[src/rtl/hcms_rx_if.sv]
// HCMS display serial bus bundle: the transmitter-driven serial lines plus
// the byte stream and decoded control registers recovered from them.
interface hcms_rx_if;
   logic       i_hcms_data;
   logic       i_hcms_clock;
   logic       i_hcms_regsel;
   logic       i_hcms_ncs;
   logic       i_hcms_nreset;

   logic [7:0] o_byte;
   logic       o_byte_valid;
   logic       o_byte_is_cmd;
   logic [7:0] o_dot_index;
   logic       o_frame_err;
   logic       o_busy;
   logic [3:0] o_brightness;
   logic [1:0] o_peak_current;
   logic       o_sleep_n;
   logic [1:0] o_ctrl1;

   // Transmitter side: drives the serial lines, observes the decoded outputs.
   modport master (
      output i_hcms_data, i_hcms_clock, i_hcms_regsel, i_hcms_ncs, i_hcms_nreset,
      input  o_byte, o_byte_valid, o_byte_is_cmd, o_dot_index, o_frame_err,
      input  o_busy, o_brightness, o_peak_current, o_sleep_n, o_ctrl1
   );

   // Receiver side: samples the serial lines, drives the decoded outputs.
   modport slave (
      input  i_hcms_data, i_hcms_clock, i_hcms_regsel, i_hcms_ncs, i_hcms_nreset,
      output o_byte, o_byte_valid, o_byte_is_cmd, o_dot_index, o_frame_err,
      output o_busy, o_brightness, o_peak_current, o_sleep_n, o_ctrl1
   );
endinterface

[src/rtl/hcms_rx.sv]
// HCMS-style display serial receiver. Oversamples the serial bus on i_CLK,
// reassembles bytes MSB first, tags dot bytes with their position in the
// dot register and decodes control words into the control registers.
// Pipeline: 2 sync flops -> edge detect/FSM -> event register -> outputs,
// giving 4 i_CLK cycles from a pin edge to o_byte_valid.
module hcms_rx #(
   parameter int DOT_BYTES = 20
) (
   input logic    i_CLK,
   input logic    i_nReset,
   hcms_rx_if.slave bus
);

   typedef enum logic [1:0] {
      IDLE  = 2'd0,
      SHIFT = 2'd1,
      HOLD  = 2'd2
   } state_t;

   localparam logic [7:0] LAST_INDEX = 8'(DOT_BYTES - 1);

   // synchronizer chains, bit 1 is the synchronized value
   logic [1:0] data_sync_r;
   logic [1:0] sclk_sync_r;
   logic [1:0] regsel_sync_r;
   logic [1:0] ncs_sync_r;
   logic [1:0] nrst_sync_r;
   logic       sclk_dly_r;
   logic       ncs_dly_r;

   logic       data_s;
   logic       sclk_s;
   logic       regsel_s;
   logic       ncs_s;
   logic       soft_rst_s;
   logic       sclk_rise_s;
   logic       ncs_fall_s;
   logic       ncs_rise_s;

   // frame state
   state_t     state_r;
   state_t     state_nxt_s;
   logic [7:0] shift_r;
   logic [7:0] shift_nxt_s;
   logic [2:0] bit_cnt_r;
   logic [2:0] bit_cnt_nxt_s;
   logic       cmd_frame_r;
   logic       cmd_frame_nxt_s;
   logic [7:0] dot_index_r;
   logic [7:0] dot_index_nxt_s;

   logic [7:0] shifted_s;
   logic       byte_done_s;

   // completed-byte / error events, one cycle ahead of the outputs
   logic       ev_valid_s;
   logic [7:0] ev_byte_s;
   logic       ev_cmd_s;
   logic [7:0] ev_index_s;
   logic       ev_err_s;
   logic       ev_valid_r;
   logic [7:0] ev_byte_r;
   logic       ev_cmd_r;
   logic [7:0] ev_index_r;
   logic       ev_err_r;

   // Two-flop synchronizers for every serial line plus one-cycle delayed copies for edge detection.
   always_ff @(posedge i_CLK or negedge i_nReset) begin
      if (!i_nReset) begin
         data_sync_r   <= 2'b00;
         sclk_sync_r   <= 2'b00;
         regsel_sync_r <= 2'b00;
         ncs_sync_r    <= 2'b11;
         nrst_sync_r   <= 2'b11;
         sclk_dly_r    <= 1'b0;
         ncs_dly_r     <= 1'b1;
      end else begin
         data_sync_r   <= {data_sync_r[0],   bus.i_hcms_data};
         sclk_sync_r   <= {sclk_sync_r[0],   bus.i_hcms_clock};
         regsel_sync_r <= {regsel_sync_r[0], bus.i_hcms_regsel};
         ncs_sync_r    <= {ncs_sync_r[0],    bus.i_hcms_ncs};
         nrst_sync_r   <= {nrst_sync_r[0],   bus.i_hcms_nreset};
         sclk_dly_r    <= sclk_sync_r[1];
         ncs_dly_r     <= ncs_sync_r[1];
      end
   end

   assign data_s      = data_sync_r[1];
   assign sclk_s      = sclk_sync_r[1];
   assign regsel_s    = regsel_sync_r[1];
   assign ncs_s       = ncs_sync_r[1];
   assign soft_rst_s  = ~nrst_sync_r[1];
   assign sclk_rise_s = sclk_s & ~sclk_dly_r;
   assign ncs_fall_s  = ~ncs_s & ncs_dly_r;
   assign ncs_rise_s  = ncs_s & ~ncs_dly_r;

   assign shifted_s   = {shift_r[6:0], data_s};
   assign byte_done_s = sclk_rise_s && (bit_cnt_r == 3'd7);

   // Next-state and event decode; a same-cycle sclk edge is folded in before the frame close.
   always_comb begin
      state_nxt_s     = state_r;
      shift_nxt_s     = shift_r;
      bit_cnt_nxt_s   = bit_cnt_r;
      cmd_frame_nxt_s = cmd_frame_r;
      dot_index_nxt_s = dot_index_r;
      ev_valid_s      = 1'b0;
      ev_byte_s       = 8'h00;
      ev_cmd_s        = 1'b0;
      ev_index_s      = dot_index_r;
      ev_err_s        = 1'b0;

      case (state_r)
         IDLE: begin
            if (ncs_fall_s) begin
               state_nxt_s     = SHIFT;
               cmd_frame_nxt_s = regsel_s;
               bit_cnt_nxt_s   = 3'd0;
               shift_nxt_s     = 8'h00;
            end else begin
               state_nxt_s     = IDLE;
            end
         end

         SHIFT: begin
            if (sclk_rise_s) begin
               shift_nxt_s   = shifted_s;
               bit_cnt_nxt_s = bit_cnt_r + 3'd1;
            end else begin
               shift_nxt_s   = shift_r;
               bit_cnt_nxt_s = bit_cnt_r;
            end

            // dot bytes are emitted as they complete; the frame keeps shifting
            if (byte_done_s && !cmd_frame_r) begin
               ev_valid_s = 1'b1;
               ev_byte_s  = shifted_s;
               ev_cmd_s   = 1'b0;
               ev_index_s = dot_index_r;
               if (dot_index_r == LAST_INDEX) begin
                  dot_index_nxt_s = 8'd0;
               end else begin
                  dot_index_nxt_s = dot_index_r + 8'd1;
               end
            end else begin
               dot_index_nxt_s = dot_index_r;
            end

            if (ncs_rise_s) begin
               state_nxt_s = IDLE;
               if (cmd_frame_r) begin
                  if (byte_done_s) begin
                     ev_valid_s = 1'b1;
                     ev_byte_s  = shifted_s;
                     ev_cmd_s   = 1'b1;
                  end else begin
                     ev_err_s   = 1'b1;
                  end
               end else if (bit_cnt_nxt_s != 3'd0) begin
                  ev_err_s = 1'b1;
               end else begin
                  ev_err_s = 1'b0;
               end
            end else if (byte_done_s && cmd_frame_r) begin
               state_nxt_s = HOLD;
            end else begin
               state_nxt_s = SHIFT;
            end
         end

         HOLD: begin
            // control word is complete; extra clocks are ignored until ncs rises
            if (ncs_rise_s) begin
               state_nxt_s = IDLE;
               ev_valid_s  = 1'b1;
               ev_byte_s   = shift_r;
               ev_cmd_s    = 1'b1;
            end else begin
               state_nxt_s = HOLD;
            end
         end

         default: begin
            state_nxt_s = IDLE;
         end
      endcase
   end

   // Frame state and event registers; the display reset line aborts silently.
   always_ff @(posedge i_CLK or negedge i_nReset) begin
      if (!i_nReset) begin
         state_r     <= IDLE;
         shift_r     <= 8'h00;
         bit_cnt_r   <= 3'd0;
         cmd_frame_r <= 1'b0;
         dot_index_r <= 8'd0;
         ev_valid_r  <= 1'b0;
         ev_byte_r   <= 8'h00;
         ev_cmd_r    <= 1'b0;
         ev_index_r  <= 8'd0;
         ev_err_r    <= 1'b0;
      end else if (soft_rst_s) begin
         state_r     <= IDLE;
         shift_r     <= 8'h00;
         bit_cnt_r   <= 3'd0;
         cmd_frame_r <= 1'b0;
         dot_index_r <= 8'd0;
         ev_valid_r  <= 1'b0;
         ev_byte_r   <= 8'h00;
         ev_cmd_r    <= 1'b0;
         ev_index_r  <= 8'd0;
         ev_err_r    <= 1'b0;
      end else begin
         state_r     <= state_nxt_s;
         shift_r     <= shift_nxt_s;
         bit_cnt_r   <= bit_cnt_nxt_s;
         cmd_frame_r <= cmd_frame_nxt_s;
         dot_index_r <= dot_index_nxt_s;
         ev_valid_r  <= ev_valid_s;
         ev_byte_r   <= ev_byte_s;
         ev_cmd_r    <= ev_cmd_s;
         ev_index_r  <= ev_index_s;
         ev_err_r    <= ev_err_s;
      end
   end

   // Output register stage: byte stream, error pulse, busy flag and control register decode.
   always_ff @(posedge i_CLK or negedge i_nReset) begin
      if (!i_nReset) begin
         bus.o_byte         <= 8'h00;
         bus.o_byte_valid   <= 1'b0;
         bus.o_byte_is_cmd  <= 1'b0;
         bus.o_dot_index    <= 8'd0;
         bus.o_frame_err    <= 1'b0;
         bus.o_busy         <= 1'b0;
         bus.o_brightness   <= 4'h0;
         bus.o_peak_current <= 2'd0;
         bus.o_sleep_n      <= 1'b0;
         bus.o_ctrl1        <= 2'd0;
      end else if (soft_rst_s) begin
         bus.o_byte         <= 8'h00;
         bus.o_byte_valid   <= 1'b0;
         bus.o_byte_is_cmd  <= 1'b0;
         bus.o_dot_index    <= 8'd0;
         bus.o_frame_err    <= 1'b0;
         bus.o_busy         <= 1'b0;
         bus.o_brightness   <= 4'h0;
         bus.o_peak_current <= 2'd0;
         bus.o_sleep_n      <= 1'b0;
         bus.o_ctrl1        <= 2'd0;
      end else begin
         bus.o_byte_valid <= ev_valid_r;
         bus.o_frame_err  <= ev_err_r;
         bus.o_busy       <= ~ncs_s;
         if (ev_valid_r) begin
            bus.o_byte        <= ev_byte_r;
            bus.o_byte_is_cmd <= ev_cmd_r;
            if (!ev_cmd_r) begin
               bus.o_dot_index <= ev_index_r;
            end
         end
         if (ev_valid_r && ev_cmd_r) begin
            if (!ev_byte_r[7]) begin
               bus.o_sleep_n      <= ev_byte_r[6];
               bus.o_peak_current <= ev_byte_r[5:4];
               bus.o_brightness   <= ev_byte_r[3:0];
            end else begin
               bus.o_ctrl1        <= ev_byte_r[1:0];
            end
         end
      end
   end

endmodule
[src/flat_wrapper.sv]
// flat-port wrapper written by rule: the top's interface ports become plain ports
module hcms_rx_flat 
#(
   parameter int DOT_BYTES = 20
)
  (i_CLK, i_nReset, bus_i_hcms_data, bus_i_hcms_clock, bus_i_hcms_regsel, bus_i_hcms_ncs, bus_i_hcms_nreset, bus_o_byte, bus_o_byte_valid, bus_o_byte_is_cmd, bus_o_dot_index, bus_o_frame_err, bus_o_busy, bus_o_brightness, bus_o_peak_current, bus_o_sleep_n, bus_o_ctrl1);
  hcms_rx_if bus_i ();
  input logic i_CLK;
  input logic i_nReset;
  input wire logic [$bits(bus_i.i_hcms_data)-1:0] bus_i_hcms_data;
  input wire logic [$bits(bus_i.i_hcms_clock)-1:0] bus_i_hcms_clock;
  input wire logic [$bits(bus_i.i_hcms_regsel)-1:0] bus_i_hcms_regsel;
  input wire logic [$bits(bus_i.i_hcms_ncs)-1:0] bus_i_hcms_ncs;
  input wire logic [$bits(bus_i.i_hcms_nreset)-1:0] bus_i_hcms_nreset;
  output wire logic [$bits(bus_i.o_byte)-1:0] bus_o_byte;
  output wire logic [$bits(bus_i.o_byte_valid)-1:0] bus_o_byte_valid;
  output wire logic [$bits(bus_i.o_byte_is_cmd)-1:0] bus_o_byte_is_cmd;
  output wire logic [$bits(bus_i.o_dot_index)-1:0] bus_o_dot_index;
  output wire logic [$bits(bus_i.o_frame_err)-1:0] bus_o_frame_err;
  output wire logic [$bits(bus_i.o_busy)-1:0] bus_o_busy;
  output wire logic [$bits(bus_i.o_brightness)-1:0] bus_o_brightness;
  output wire logic [$bits(bus_i.o_peak_current)-1:0] bus_o_peak_current;
  output wire logic [$bits(bus_i.o_sleep_n)-1:0] bus_o_sleep_n;
  output wire logic [$bits(bus_i.o_ctrl1)-1:0] bus_o_ctrl1;
  assign bus_i.i_hcms_data = bus_i_hcms_data;
  assign bus_i.i_hcms_clock = bus_i_hcms_clock;
  assign bus_i.i_hcms_regsel = bus_i_hcms_regsel;
  assign bus_i.i_hcms_ncs = bus_i_hcms_ncs;
  assign bus_i.i_hcms_nreset = bus_i_hcms_nreset;
  assign bus_o_byte = bus_i.o_byte;
  assign bus_o_byte_valid = bus_i.o_byte_valid;
  assign bus_o_byte_is_cmd = bus_i.o_byte_is_cmd;
  assign bus_o_dot_index = bus_i.o_dot_index;
  assign bus_o_frame_err = bus_i.o_frame_err;
  assign bus_o_busy = bus_i.o_busy;
  assign bus_o_brightness = bus_i.o_brightness;
  assign bus_o_peak_current = bus_i.o_peak_current;
  assign bus_o_sleep_n = bus_i.o_sleep_n;
  assign bus_o_ctrl1 = bus_i.o_ctrl1;
  hcms_rx #(.DOT_BYTES(DOT_BYTES)) u_core (.i_CLK(i_CLK), .i_nReset(i_nReset), .bus(bus_i));
endmodule
[config.mk]
export PLATFORM = sky130hd
export DESIGN_NAME = hcms_rx_flat
export DESIGN_NICKNAME = d
export VERILOG_FILES = /design/src/rtl/hcms_rx_if.sv /design/src/rtl/hcms_rx.sv /design/src/flat_wrapper.sv
export SDC_FILE = /design/constraint.sdc
export NUM_CORES = 1
export LEC_CHECK = 0
export CORE_MARGIN = 5
export CORE_UTILIZATION = 30
export DETAILED_ROUTE_END_ITERATION = 8
export HOLD_SLACK_MARGIN = 0.02
export PLACE_DENSITY = 0.51
export REMOVE_ABC_BUFFERS = 1
export SYNTH_ARGS = -nofsm -noshare
export SYNTH_HDL_FRONTEND = slang
export SYNTH_SLANG_ARGS = --single-unit
[constraint.sdc]
create_clock -name i_CLK -period 3.7 [get_ports i_CLK]
set_input_delay 0.37 -clock i_CLK [delete_from_list [all_inputs] [get_ports i_CLK]]
set_output_delay 0.37 -clock i_CLK [all_outputs]
set_load 0.005 [all_outputs]
==> results.toml <==
[run_status]
status = "completed"

[synth]
synth-simple-area-share_pct = 13.8
async_reset_ff_share_pct = 100
synthAdderAreaFrac_pct = 2.56
ys_ff_latch = 82
synth_xor_area_share_pct = 0
synth_edf_count = 0
synth-compound-area-share_pct = 10.3
synth_mux_area_share_pct = 8.64
yosys_warnings = 0
synthCells = 297
synth_ff_type = "dfrtp_1"
yosysSeqAreaShare_pct = 60.3
synth_area_mm2 = 0.00342
yosys.cell_types.count = 37
synth_top_family_by_area = "simple AND/OR/NAND/NOR gates"
avgSynthCellArea_um2 = 11.5

[worst_setup_path]
critPathMaxFanout = 8
path_class = "flip-flop to flip-flop"
critPathCaptureType = "flip-flop"
startpoint = "u_core.state_r[1]"
critical_path_required_ps = 3910
cp.arrival_ps = 2220
r2r_start = "u_core.state_r[1]"
worst_setup_path_start_kind = "flip-flop"

[power]
max-vdd-ir-drop_mv = 0.160
power_w = 0.00184
p_per_area_mw_per_mm2 = 441
leakage_nw = 1.81

[clock_tree]
cts_setup_buffers = 0
cts_tree = "done"
cts_max_path_buffers = 2
clk_latency_ps = 330
cts.sink_count = 82
post_cts_resized = 0
ctsHoldBuffers = 0
numCtsBuffers = 9
clkSlewWorstSetupHoldPaths_ps = 60
clock-root-buffer = "clkbuf_16"
htreeDepth = 3

[sta]
fin_setup_tns_ps = 0
slew_viol_final = 0
rsz0062_at_grt = "false"
finalSetupViolCount = 0
min_period_ps = 2010
slew_headroom_pct = 31.2
hold_viol_final = 0
fin_crit_sh_pct = 54.3
fmax_mhz = 498
worst_slew_pin_slew_ps = 1030
layout_setup_ws_ps = 1690
clock_skew_ps = 7.38

[placed_design]
io_buffers = 35
place.gp.congestion = 0.744
hpwl_mm = 4.30
place_ws_ps = 1680

[final_layout]
fillerInstances = 1121
syn_to_final_growth_pct = 22.4
fin_util_pct = 37.1
nets = 344
drive_gt1_share_pct = 8.38
num_antenna_cells = 0

[die]
fp.dieW_um = 117
die-area_mm2 = 0.0136
io_pins = 36
num_rows = 39
initial_core_util_pct = 30.3
die_y_um = 117
coreArea_mm2 = 0.0113

[grt]
antenna_found_initial = 0
grt_usage_pct = 10.9
grt_max_degree = 83
grt-ovfl-total = 0
grt_pass1_vias = 2347
grt_pass1_wl_mm = 11.7

[detailed_routing]
wire_per_inst_um = 14.1
drt_iter0_drc = 146
drt_wl_total_mm = 6.73
final_antenna_net_count = 0
drc = 0
viasPerCell = 4.70
dr.pass1.iters = 4
via_count = 2242

[flow_run]
max_cap_violations = 0

[worst_hold_path]
hp-class = "input port to async pin"
==> area by class of cell <==
| type | instances | area, um^2 | area share [%] |
|---|---|---|---|
| clock buffer | 12 | 246 | 5.90 |
| clock inverter | 3 | 40.0 | 0.958 |
| inverter | 27 | 101 | 2.42 |
| multi-input combinational | 175 | 1210 | 28.9 |
| sequential | 82 | 2060 | 49.2 |
| tap | 143 | 179 | 4.28 |
| timing repair buffer | 35 | 348 | 8.32 |
==> report_power, final <==
part | switching [W] | leakage, nW | internal, W | total, W
clock network | 0.000329 | 0.142 | 0.000535 | 0.000865
registers | 0.0000113 | 1.11 | 0.000908 | 0.000919
logic | 0.0000418 | 0.560 | 0.0000163 | 0.0000581
total | 0.000382 | 1.81 | 0.00146 | 0.00184
==> cells by family after synthesis <==
family	Yosys count
AND/OR/NAND/NOR	89
buffers and inverters	40
adder cells (fa/ha/maj)	7
AO/OA/AOI/OAI	50
flip-flops	82
multiplexers	29
==> metrics by stage <==
step	hold WS (ps)	cells	instance area (um^2)
2_1_floorplan	74.4	284	3370
3_3_place_gp	333	462	3890
3_5_place_dp	336	462	3890
4_1_cts	282	477	4180
5_1_grt	333	477	4180
6_report	208	477	4180
==> synth_stat cells (all sizes together) (3+ instances only) <==
cell type,count,share of area [%]
mux2,4,1.3
nor2,22,2.4
dfrtp,77,56
nand2b,8,1.5
nor3,3,0.44
inv,27,3.0
and2,10,1.8
nand2,25,2.7
nor4,3,0.55
mux2i,25,7.3
o31ai,6,1.3
clkbuf,11,1.2
ha,7,2.6
o32ai,10,2.6
dfstp,5,3.8
o21ai,6,0.99
a21oi,14,2.1
o211ai,10,2.2
nand3,4,0.59
==> metal layers <==
| layer | vias up | GRT usage [%] | wire length (um) | share of wire (%) |
|---|---|---|---|---|
| met4 | 0 | 5.28 | 128 | 1.9 |
| met1 | 1093 | 15.4 | 3300 | 49 |
| met5 | - | 0 | 0 | 0 |
| met3 | 8 | 1.97 | 246 | 3.7 |
| li1 | 1094 | - | - | - |
| met2 | 47 | 16.1 | 3060 | 45 |
==> sequential cells by signal (all words and copies together) (netlist names), 3 cells and up <==
signal,flops
u_core.bit_cnt_r,3
u_core.bus.o_byte,8
u_core.ev_byte_r,8
u_core.bus.o_brightness,4
u_core.dot_index_r,8
u_core.shift_r,8
u_core.ev_index_r,8
u_core.bus.o_dot_index,8
==> cells in the final DEF, fill, tap and decap left out, types with 2 or more instances in the layout <==
cell	count
dfstp_2	5
nor4_1	3
clkinv_2	2
or3_1	2
nand3b_1	2
nor2b_1	2
dfrtp_1	77
o32ai_1	10
nor3_1	3
clkbuf_1	2
a21oi_1	14
and2_1	10
clkdlybuf4s50_1	34
clkbuf_16	9
mux2_2	4
ha_1	7
nand2b_1	8
o211ai_1	10
nand2_1	25
and4b_1	2
nand3_1	4
nor2_1	22
o31ai_1	6
o21ai_0	4
mux2i_1	25
inv_1	26
==> critical path: stages (launching register included) <==
cell and delay, ps:
dfrtp_1 400, inv_1 80, ha_1 260, nand4b_1 360, nor4_1 420, mux2_2 370
==> worst paths after layout <==
kind	endpoint	slack [ps]	depth (start not counted)
min in group i_CLK	u_core.sclk_sync_r[1]	350	0
min reg2reg	u_core.sclk_sync_r[1]	350	0
max	u_core.dot_index_r[7]	1690	5
max in group asynchronous	u_core.shift_r[6]	2810	1
max reg2reg	u_core.dot_index_r[7]	1690	5
min	u_core.bus.o_dot_index[7]	210	1
Power figures use the tool's default switching activity.
